**src/rtl/hazard_ctrl_if.sv**
```systemverilog
// Pipeline hazard-control bundle: decode/execute/writeback register indices and
// status flags going into the hazard sequencer, and the stall/flush/forward
// controls coming back out to the pipeline registers and E-stage operand muxes.
interface hazard_ctrl_if #(
    parameter int RW = 5
);
    // Pipeline status toward the sequencer
    logic [5:0]    op_d;
    logic [RW-1:0] rs_d;
    logic [RW-1:0] rt_d;
    logic          ld_e;
    logic [RW-1:0] wreg_e;
    logic [RW-1:0] wreg_w;
    logic          br_taken_e;
    logic          mem_busy;

    // Controls back to the pipeline
    logic          hold_f;
    logic          hold_d;
    logic          bubble_e;
    logic          flush_d;
    logic [5:0]    op_bub;
    logic [1:0]    fwd_s;
    logic [1:0]    fwd_t;

    // Pipeline side: drives status, receives controls
    modport master (
        output op_d, rs_d, rt_d, ld_e, wreg_e, wreg_w, br_taken_e, mem_busy,
        input  hold_f, hold_d, bubble_e, flush_d, op_bub, fwd_s, fwd_t
    );

    // Sequencer side: receives status, drives controls
    modport slave (
        input  op_d, rs_d, rt_d, ld_e, wreg_e, wreg_w, br_taken_e, mem_busy,
        output hold_f, hold_d, bubble_e, flush_d, op_bub, fwd_s, fwd_t
    );
endinterface

```
**src/rtl/hazard_ctrl.sv**
```systemverilog
// hazard_ctrl: stall/flush/forward sequencer for the 5-stage pipeline.
// Three-state controller (RUN / FLUSH / MEMWAIT) with a 4-bit flush counter that
// also holds the owed flush cycles across a memory stall, plus a pending-flush bit
// for branches that resolve while M is busy.
// Optional build macro HAZARD_CTRL_PERF_EN adds perf_stall / perf_flush counters.
module hazard_ctrl #(
    parameter int         FLUSH_CYCLES = 2,
    parameter logic [5:0] NOP_OP       = 6'b110111,
    parameter int         RW           = 5
) (
    input  logic        clk,
    input  logic        rstd,
`ifdef HAZARD_CTRL_PERF_EN
    output logic [31:0] perf_stall,
    output logic [31:0] perf_flush,
`endif
    hazard_ctrl_if.slave hz
);
    typedef enum logic [1:0] {
        RUN     = 2'd0,
        FLUSH   = 2'd1,
        MEMWAIT = 2'd2
    } state_t;

    // Full flush length, and the count left after the Mealy cycle in which the branch is seen
    localparam logic [3:0] FC_FULL   = 4'(FLUSH_CYCLES);
    localparam logic [3:0] FC_RELOAD = 4'(FLUSH_CYCLES - 1);
    localparam bit         FC_MULTI  = (FLUSH_CYCLES > 1);

    state_t     state_reg, state_next;
    logic [3:0] fcnt_reg, fcnt_next;
    logic       pend_reg, pend_next;

    logic       load_use;
    logic       hold_f_c, hold_d_c, bubble_c, flush_c;
    logic [3:0] fwd_all;

    // Load-use hazard: a load in E writing a register D reads; NOP in D never hazards
    assign load_use = hz.ld_e && (hz.wreg_e != '0)
                   && ((hz.wreg_e == hz.rs_d) || (hz.wreg_e == hz.rt_d))
                   && (hz.op_d != NOP_OP);

    // State register; reset drops any flush/stall in progress
    always_ff @(posedge clk or negedge rstd) begin
        if (!rstd) begin
            state_reg <= RUN;
            fcnt_reg  <= '0;
            pend_reg  <= 1'b0;
        end else begin
            state_reg <= state_next;
            fcnt_reg  <= fcnt_next;
            pend_reg  <= pend_next;
        end
    end

    // Next-state and control outputs; fcnt counts flush cycles still owed
    always_comb begin
        state_next = state_reg;
        fcnt_next  = fcnt_reg;
        pend_next  = pend_reg;
        hold_f_c   = 1'b0;
        hold_d_c   = 1'b0;
        bubble_c   = 1'b0;
        flush_c    = 1'b0;
        case (state_reg)
            RUN: begin
                if (hz.br_taken_e) begin
                    flush_c  = 1'b1;
                    bubble_c = 1'b1;
                    if (FC_MULTI) begin
                        state_next = FLUSH;
                        fcnt_next  = FC_RELOAD;
                    end
                end else if (hz.mem_busy) begin
                    hold_f_c   = 1'b1;
                    hold_d_c   = 1'b1;
                    state_next = MEMWAIT;
                    fcnt_next  = '0;
                end else if (load_use) begin
                    hold_f_c = 1'b1;
                    bubble_c = 1'b1;
                end
            end
            FLUSH: begin
                if (hz.br_taken_e) begin
                    // A newer taken branch restarts the squash window
                    flush_c  = 1'b1;
                    bubble_c = 1'b1;
                    if (FC_MULTI) begin
                        fcnt_next = FC_RELOAD;
                    end else begin
                        state_next = RUN;
                        fcnt_next  = '0;
                    end
                end else if (hz.mem_busy) begin
                    // Freeze; the owed count stays in fcnt for resumption
                    hold_f_c   = 1'b1;
                    hold_d_c   = 1'b1;
                    state_next = MEMWAIT;
                end else begin
                    flush_c  = 1'b1;
                    bubble_c = 1'b1;
                    if (fcnt_reg <= 4'd1) begin
                        state_next = RUN;
                        fcnt_next  = '0;
                    end else begin
                        fcnt_next = fcnt_reg - 4'd1;
                    end
                end
            end
            MEMWAIT: begin
                if (hz.mem_busy) begin
                    hold_f_c = 1'b1;
                    hold_d_c = 1'b1;
                    if (hz.br_taken_e) begin
                        pend_next = 1'b1;
                    end
                end else begin
                    pend_next = 1'b0;
                    if (pend_reg || hz.br_taken_e) begin
                        state_next = FLUSH;
                        fcnt_next  = FC_FULL;
                    end else if (fcnt_reg != '0) begin
                        state_next = FLUSH;
                    end else begin
                        state_next = RUN;
                    end
                end
            end
            default: begin
                state_next = RUN;
                fcnt_next  = '0;
                pend_next  = 1'b0;
            end
        endcase
    end

    // Operand forwarding for s (gi=0) and t (gi=1); E result beats W result
    generate
        for (genvar gi = 0; gi < 2; gi++) begin : g_fwd
            logic [RW-1:0] src_idx;
            logic [1:0]    sel;
            assign src_idx = (gi == 0) ? hz.rs_d : hz.rt_d;
            // Select the youngest in-flight producer of this source register
            always_comb begin
                sel = 2'b00;
                if ((hz.wreg_e != '0) && (hz.wreg_e == src_idx) && !hz.ld_e) begin
                    sel = 2'b01;
                end else if ((hz.wreg_w != '0) && (hz.wreg_w == src_idx)) begin
                    sel = 2'b10;
                end
            end
            assign fwd_all[gi*2 +: 2] = sel;
        end
    endgenerate

    // While reset is asserted the controls sit at their reset values immediately
    assign hz.hold_f   = rstd & hold_f_c;
    assign hz.hold_d   = rstd & hold_d_c;
    assign hz.flush_d  = rstd & flush_c;
    assign hz.bubble_e = ~rstd | bubble_c;
    assign hz.fwd_s    = rstd ? fwd_all[1:0] : 2'b00;
    assign hz.fwd_t    = rstd ? fwd_all[3:2] : 2'b00;
    assign hz.op_bub   = NOP_OP;

`ifdef HAZARD_CTRL_PERF_EN
    logic [31:0] perf_stall_reg;
    logic [31:0] perf_flush_reg;

    // Count stalled and flushing cycles; free-running, wraps at 2^32
    always_ff @(posedge clk or negedge rstd) begin
        if (!rstd) begin
            perf_stall_reg <= '0;
            perf_flush_reg <= '0;
        end else begin
            if (hz.hold_f) begin
                perf_stall_reg <= perf_stall_reg + 32'd1;
            end
            if (hz.flush_d) begin
                perf_flush_reg <= perf_flush_reg + 32'd1;
            end
        end
    end

    assign perf_stall = perf_stall_reg;
    assign perf_flush = perf_flush_reg;
`else
    // Counters are not built in this configuration
`endif
endmodule

```
**src/flat_wrapper.sv**
```systemverilog
// flat-port wrapper written by rule: the top's interface ports become plain ports
module hazard_ctrl_flat 
#(
    parameter int         FLUSH_CYCLES = 2,
    parameter logic [5:0] NOP_OP       = 6'b110111,
    parameter int         RW           = 5
)
  (clk, rstd, hz_op_d, hz_rs_d, hz_rt_d, hz_ld_e, hz_wreg_e, hz_wreg_w, hz_br_taken_e, hz_mem_busy, hz_hold_f, hz_hold_d, hz_bubble_e, hz_flush_d, hz_op_bub, hz_fwd_s, hz_fwd_t);
  hazard_ctrl_if #(.RW(RW)) hz_i ();
  input  logic clk;
  input  logic rstd;
  input wire logic [$bits(hz_i.op_d)-1:0] hz_op_d;
  input wire logic [$bits(hz_i.rs_d)-1:0] hz_rs_d;
  input wire logic [$bits(hz_i.rt_d)-1:0] hz_rt_d;
  input wire logic [$bits(hz_i.ld_e)-1:0] hz_ld_e;
  input wire logic [$bits(hz_i.wreg_e)-1:0] hz_wreg_e;
  input wire logic [$bits(hz_i.wreg_w)-1:0] hz_wreg_w;
  input wire logic [$bits(hz_i.br_taken_e)-1:0] hz_br_taken_e;
  input wire logic [$bits(hz_i.mem_busy)-1:0] hz_mem_busy;
  output wire logic [$bits(hz_i.hold_f)-1:0] hz_hold_f;
  output wire logic [$bits(hz_i.hold_d)-1:0] hz_hold_d;
  output wire logic [$bits(hz_i.bubble_e)-1:0] hz_bubble_e;
  output wire logic [$bits(hz_i.flush_d)-1:0] hz_flush_d;
  output wire logic [$bits(hz_i.op_bub)-1:0] hz_op_bub;
  output wire logic [$bits(hz_i.fwd_s)-1:0] hz_fwd_s;
  output wire logic [$bits(hz_i.fwd_t)-1:0] hz_fwd_t;
  assign hz_i.op_d = hz_op_d;
  assign hz_i.rs_d = hz_rs_d;
  assign hz_i.rt_d = hz_rt_d;
  assign hz_i.ld_e = hz_ld_e;
  assign hz_i.wreg_e = hz_wreg_e;
  assign hz_i.wreg_w = hz_wreg_w;
  assign hz_i.br_taken_e = hz_br_taken_e;
  assign hz_i.mem_busy = hz_mem_busy;
  assign hz_hold_f = hz_i.hold_f;
  assign hz_hold_d = hz_i.hold_d;
  assign hz_bubble_e = hz_i.bubble_e;
  assign hz_flush_d = hz_i.flush_d;
  assign hz_op_bub = hz_i.op_bub;
  assign hz_fwd_s = hz_i.fwd_s;
  assign hz_fwd_t = hz_i.fwd_t;
  hazard_ctrl #(.FLUSH_CYCLES(FLUSH_CYCLES), .NOP_OP(NOP_OP), .RW(RW)) u_core (.clk(clk), .rstd(rstd), .hz(hz_i));
endmodule
```
**config.mk**
```make
export PLATFORM = sky130hd
export DESIGN_NAME = hazard_ctrl_flat
export DESIGN_NICKNAME = d
export VERILOG_FILES = /design/src/rtl/hazard_ctrl_if.sv /design/src/rtl/hazard_ctrl.sv /design/src/flat_wrapper.sv
export SDC_FILE = /design/constraint.sdc
export NUM_CORES = 1
export LEC_CHECK = 0
export CAP_MARGIN = 25
export CORE_MARGIN = 5
export CORE_UTILIZATION = 39
export DETAILED_ROUTE_END_ITERATION = 12
export PLACE_DENSITY = 0.8
export SYNTH_ARGS = -nofsm -noshare
export SYNTH_HDL_FRONTEND = slang
export SYNTH_SLANG_ARGS = --single-unit
export TNS_END_PERCENT = 50
```
**constraint.sdc**
```tcl
create_clock -name clk -period 2.4 [get_ports clk]
set_input_delay 0.6 -clock clk [delete_from_list [all_inputs] [get_ports clk]]
set_output_delay 0.6 -clock clk [all_outputs]
set_load 0.005 [all_outputs]
```
# After elaboration in Yosys (flattened, before gate mapping)
# Cells that the tools add are included.
[word_totals]
inputBits = 31
reg_bits = 7
out_inout_bits = 14
[op_classes]
n_addsub = 1
order_cmp = 1
n_mux = 40
bitwise = 6
eq_ne = 14
reduce_logical = 20
[op_table]
columns = ["op", "count"]
rows = [
  ["2-to-1 mux 4 bit", 7],
  ["2-to-1 mux 2 bit", 13],
  ["equality test 5 bit", 4],
  ["2-to-1 mux 1 bit", 13],
  ["case mux 4 bit (3 select lines)", 1],
  ["nonzero test 5 bit", 2],
  ["logical AND 1 bit", 9],
  ["!= test 3 bit (second input constant)", 3],
  ["case mux 1 bit (2 select lines)", 4],
  ["AND reduction 4 bit", 2],
  ["!= test 6 bit (second input constant)", 1],
  ["case mux 2 bit (3 select lines)", 1],
  ["less-or-equal comparator 4 x 1 -> 1 bit (second input constant)", 1],
  ["!= test 2 bit (second input constant)", 2],
  ["nonzero test 4 bit", 1],
  ["subtractor 4 x 1 -> 4 bit (second input constant)", 1],
  ["bitwise AND 1 bit", 3],
  ["!= test 3 x 2 -> 1 bit (second input constant)", 1],
  ["case mux 1 bit (3 select lines)", 1],
  ["equality test 2 x 1 -> 1 bit (second input constant)", 1],
  ["equality test 2 bit (second input constant)", 1],
  ["logical NOT 2 bit", 1],
  ["logical OR 1 bit", 2],
  ["!= test 2 x 1 -> 1 bit (second input constant)", 1],
  ["5 further kinds", 6],
]

# Longest topological paths before layout
[logic_depth]
ltp_word = 9
ltp_mapped = 7

# Least setup slack after synthesis
# OpenSTA, ideal clock, no wires.
[synth_path]
path_type = "input -> output"
start = "in hz_wreg_e[2]"
end = "out hz_fwd_s[0]"
arrival_ns = 1.483
cell_stages = 4
required_ns = 1.800
path_buffers = 0
path_slack_ns = 0.317
path_cell_list = "or4_1 > nor2_1 > nor2_1 > and3_1"
[synth_via]
elab_chain_cells = 5
word_cells_on_any_way = 6
cone_classes = "eq/ne (1); mux (2); reduce/logical (3)"
[synth_rtl]
columns = ["element", "line", "rtl"]
rows = [
  ["from (decl)", "flat_wrapper.sv:16", "input wire logic [$bits(hz_i.wreg_e)-1:0] hz_wreg_e;"],
  ["equality test 5 bit / nonzero test 5 bit (equally long branches)", "hazard_ctrl.sv:147", "if ((hz.wreg_e != '0) && (hz.wreg_e == src_idx) && !hz.ld_e) begin"],
  ["logical AND 1 bit (*) (2 in series)", "hazard_ctrl.sv:147", ""],
  ["2-to-1 mux 2 bit (*)", "hazard_ctrl.sv:147", ""],
  ["2-to-1 mux 2 bit (*)", "hazard_ctrl.sv:162", "assign hz.fwd_s = rstd ? fwd_all[1:0] : 2'b00;"],
  ["to (decl)", "flat_wrapper.sv:25", "output wire logic [$bits(hz_i.fwd_s)-1:0] hz_fwd_s;"],
]
# Every way passes the cells marked *; elsewhere a longest branch is shown, timed or not.

# Worst setup path after layout
[layout_path]
start = "in hz_wreg_w[3]"
end = "out hz_fwd_s[1]"
[layout_via]
elab_chain_cells = 5
word_cells_on_any_way = 6
cone_classes = "eq/ne (1); mux (3); reduce/logical (2)"
[layout_rtl]
columns = ["element", "line", "rtl"]
rows = [
  ["from (decl)", "flat_wrapper.sv:17", "input wire logic [$bits(hz_i.wreg_w)-1:0] hz_wreg_w;"],
  ["equality test 5 bit / nonzero test 5 bit (equally long branches)", "hazard_ctrl.sv:149", "end else if ((hz.wreg_w != '0) && (hz.wreg_w == src_idx)) begin"],
  ["logical AND 1 bit (*)", "hazard_ctrl.sv:149", ""],
  ["2-to-1 mux 2 bit (*)", "hazard_ctrl.sv:149", ""],
  ["2-to-1 mux 2 bit (*)", "hazard_ctrl.sv:147", ""],
  ["2-to-1 mux 2 bit (*)", "hazard_ctrl.sv:162", ""],
]
# Marks and branches as above.

==> metrics <==
status=complete, but fails checks; failing checks=setup timing; Die X=56.71 microns; maximum vdd drop=0.3026 mV; top_reg_cell synth=dfrtp_1; vias in the first global route=1,155; compound-cell area share of the yosys netlist=16.32%; FF-to-FF path depth=6; syn avg cell area=7.665 sq um; # DRC=0; full die area=3215 sq um; Synth Area in Adders=4.412%; Mapped Cells=111; critical-path maximum fanout=2; clock latency on the worst-skew pair=280 ps; Post-synth EDFFs=0; Cell Rows=17; GP Congestion=0.8852; slowest CP cell=or4_4; Critical Path Start=hz_wreg_w[3]; Synth async-reset ratio=100.0%; Layout Skew=4.059 ps; Final min period=2408 ps; Starting DRT DRC Count=58; Critical path destination=hz_fwd_s[1]; Req. time, crit path=1800 ps; largest family of logic cells by synthesized area=simple AND/OR/NAND/NOR gates; Final period util=100.3%; R2R Path Start=u_core.fcnt_reg[0]; R2R setup slack=560 ps; Root Buffer=clkbuf_4; Ports=45; total core area=2148 sq um; mux share of post-synthesis cell area=0%; cell depth of the worst setup path=7; startpoint types=primary input; Via density=5.493; Synth Register Bits=7; Layout fillers=166; slew margin rel.=60.34%; DRT Pass-1 Iters=4; CP peak stage delay=540 ps; Synth Area in XOR/XNOR=20.59%; I/O Buffers=38; DR vias=1,115; antenna-violating nets left=0; RSZ-0062 raised after global routing=yes; max-slew violations=0; GRT Total Usage=21.46%; largest net degree at the start of global routing=11; worst slew pin tran=585.6 ps; H-tree depth=1; endpoint type of the worst setup path=output pin; CP cell instances=buf_6 -> or4_4 -> o21ai_4 -> nor4_4 -> nand3_2 -> a21oi_2 -> buf_2; hpwl dp=2360 microns; Area Overhead vs Synth=82.21%; CP bufs+invs=2; Synth Cell Area=850.8 sq um; register area share after synthesis=20.59%; Max Fclk=415.3 MHz; Leak=0.7176 nW; Netlist cell types=36; DIE HEIGHT=56.71 microns; post-route setup slack=-7.780 ps; Starting Density=39.60%; max reg flops=4; Final Hold Fails=0; MaxCap Viol Count=0; Final setup viols=1; CP Class=in2out; clock tree from TritonCTS=done; clock transition at the registers of the reported paths=60 ps; n_diodes=0; wire length of the first global-routing pass=5437 microns; post-synthesis simple-gate area fraction=28.24%; HP Class=reg2reg; Core Util, Final=72.16%; Critical R2R Capture=u_core.fcnt_reg[3]; CP arrival=1810 ps; Final Net Count=210; share of cells above drive strength 1=48.57%; initial antenna violation count=0; Synth warnings=0; CP delay by family, top=simple AND/OR/NAND/NOR gates; WL/cell=17.82 microns; number of CTS-inserted buffers=3; number of sinks on the clock net=7; DRT Wirelength=3618 microns; CTS max path bufs=2; pre-CTS setup slack=-749.1 ps; GRT overflow=0; power per cell area=387.7 nW/um^2
metrics by stage:
step | TNS, ps | cells | power (W) | hold slack [ps] | instance area [sq um]
final | -7.780 | 203 | 0.0006010 | 540.5 | 1550
after global routing | -158.7 | 203 | 0.0006375 | 561.3 | 1550
after CTS | -59.11 | 202 | 0.0005564 | 538.5 | 1453
after detailed placement | -4893 | 194 | 0.0004323 | 531.1 | 1381
after global placement | -4626 | 194 | 0.0004158 | 528.1 | 1381
after floorplan | 0 | 115 | 0.0002992 | 304.4 | 865.8
kinds of logic (layout without fill, tap and decap cells):
group	after synthesis	count (layout)
AND/OR/NAND/NOR	45	45
buffers and inverters	12	72
adder cells (fa/ha/maj)	3	3
XOR/XNOR	20	20
flip-flops	7	7
AO/OA/AOI/OAI	22	22
other	2	6
cell type report:
cell class                 instances  area [sq um]  area share [%]
clock buffer                       4         26.28           1.695
inverter                           3         11.26          0.7264
multi-input combinational         96         792.0           51.09
sequential                         7         175.2           11.30
tap                               28         35.03           2.260
timing repair buffer              65         510.5           32.93
layout by cell type, fill, tap and decap left out, drive strengths merged, types with 3 or more instances in the layout:
master | netlist | routed
a21oi | 8 | 8
buf | 9 | 42
clkbuf | 0 | 12
clkdlybuf4s50 | 0 | 8
conb | 2 | 6
dfrtp | 7 | 7
dlygate4sd2 | 0 | 6
ha | 3 | 3
inv | 3 | 3
nand2 | 6 | 6
nand3 | 6 | 6
nor2 | 13 | 13
nor3 | 3 | 3
o21ai | 6 | 6
or4 | 3 | 3
xnor2 | 10 | 10
xor2 | 10 | 10
per-layer routing:
layer / GRT usage, % / routed length (microns) / up-vias
li1: - / - / 510
met1: 22.94 / 1263 / 528
met2: 40.10 / 1953 / 63
met3: 5.057 / 285 / 14
met4: 7.797 / 115 / 0
met5: 0 / 0 / -
how the worst min path moves through the flow:
stage / start / cells past startpoint / to
final: u_core.state_reg[1] / 2 / u_core.state_reg[1]
after floorplan: rstd / 0 / u_core.fcnt_reg[0]
after global routing: rstd / 3 / u_core.state_reg[1]
after global placement: u_core.state_reg[1] / 2 / u_core.state_reg[1]
after detailed placement: u_core.state_reg[1] / 2 / u_core.state_reg[1]
after CTS: u_core.state_reg[1] / 2 / u_core.state_reg[1]
worst min-delay path, stage by stage, from the launching register on:
cell     delay [ps]
dfrtp_1         340
or2_4           110
a21oi_2          50
synthesized netlist by cell type (2+ instances only):
| cell type | n | share of area (%) |
|---|---|---|
| or4_1 | 3 | 2.6 |
| inv_1 | 3 | 1.3 |
| a21oi_1 | 8 | 4.7 |
| ha_1 | 3 | 4.4 |
| nor3_1 | 3 | 1.8 |
| and3_1 | 2 | 1.5 |
| nor2_1 | 12 | 5.3 |
| nand2_1 | 6 | 2.6 |
| o21ai_0 | 4 | 2.4 |
| nand4b_1 | 2 | 2.1 |
| xor2_1 | 10 | 10 |
| xnor2_1 | 10 | 10 |
| buf_4 | 8 | 7.1 |
| conb_1 | 2 | 0.88 |
| nand3_1 | 6 | 3.5 |
| o31ai_1 | 2 | 1.8 |
| dfrtp_1 | 7 | 21 |
| nor4_1 | 2 | 1.5 |
repair_timing:
item | in CTS | in global routing
hold buffers | 0 | 0
setup buffers | 5 | 2
endpoints found under the setup margin | 8 | 8
pin swaps | 18 | 19
resized for setup | 92 | 45
report_power, final:
part	switching, W	internal [W]
Clock	0.0000586	0.0000644
Combinational	0.000165	0.000152
Sequential	0.0000215	0.000139
No activity file was read; power rests on OpenSTA's default activity.
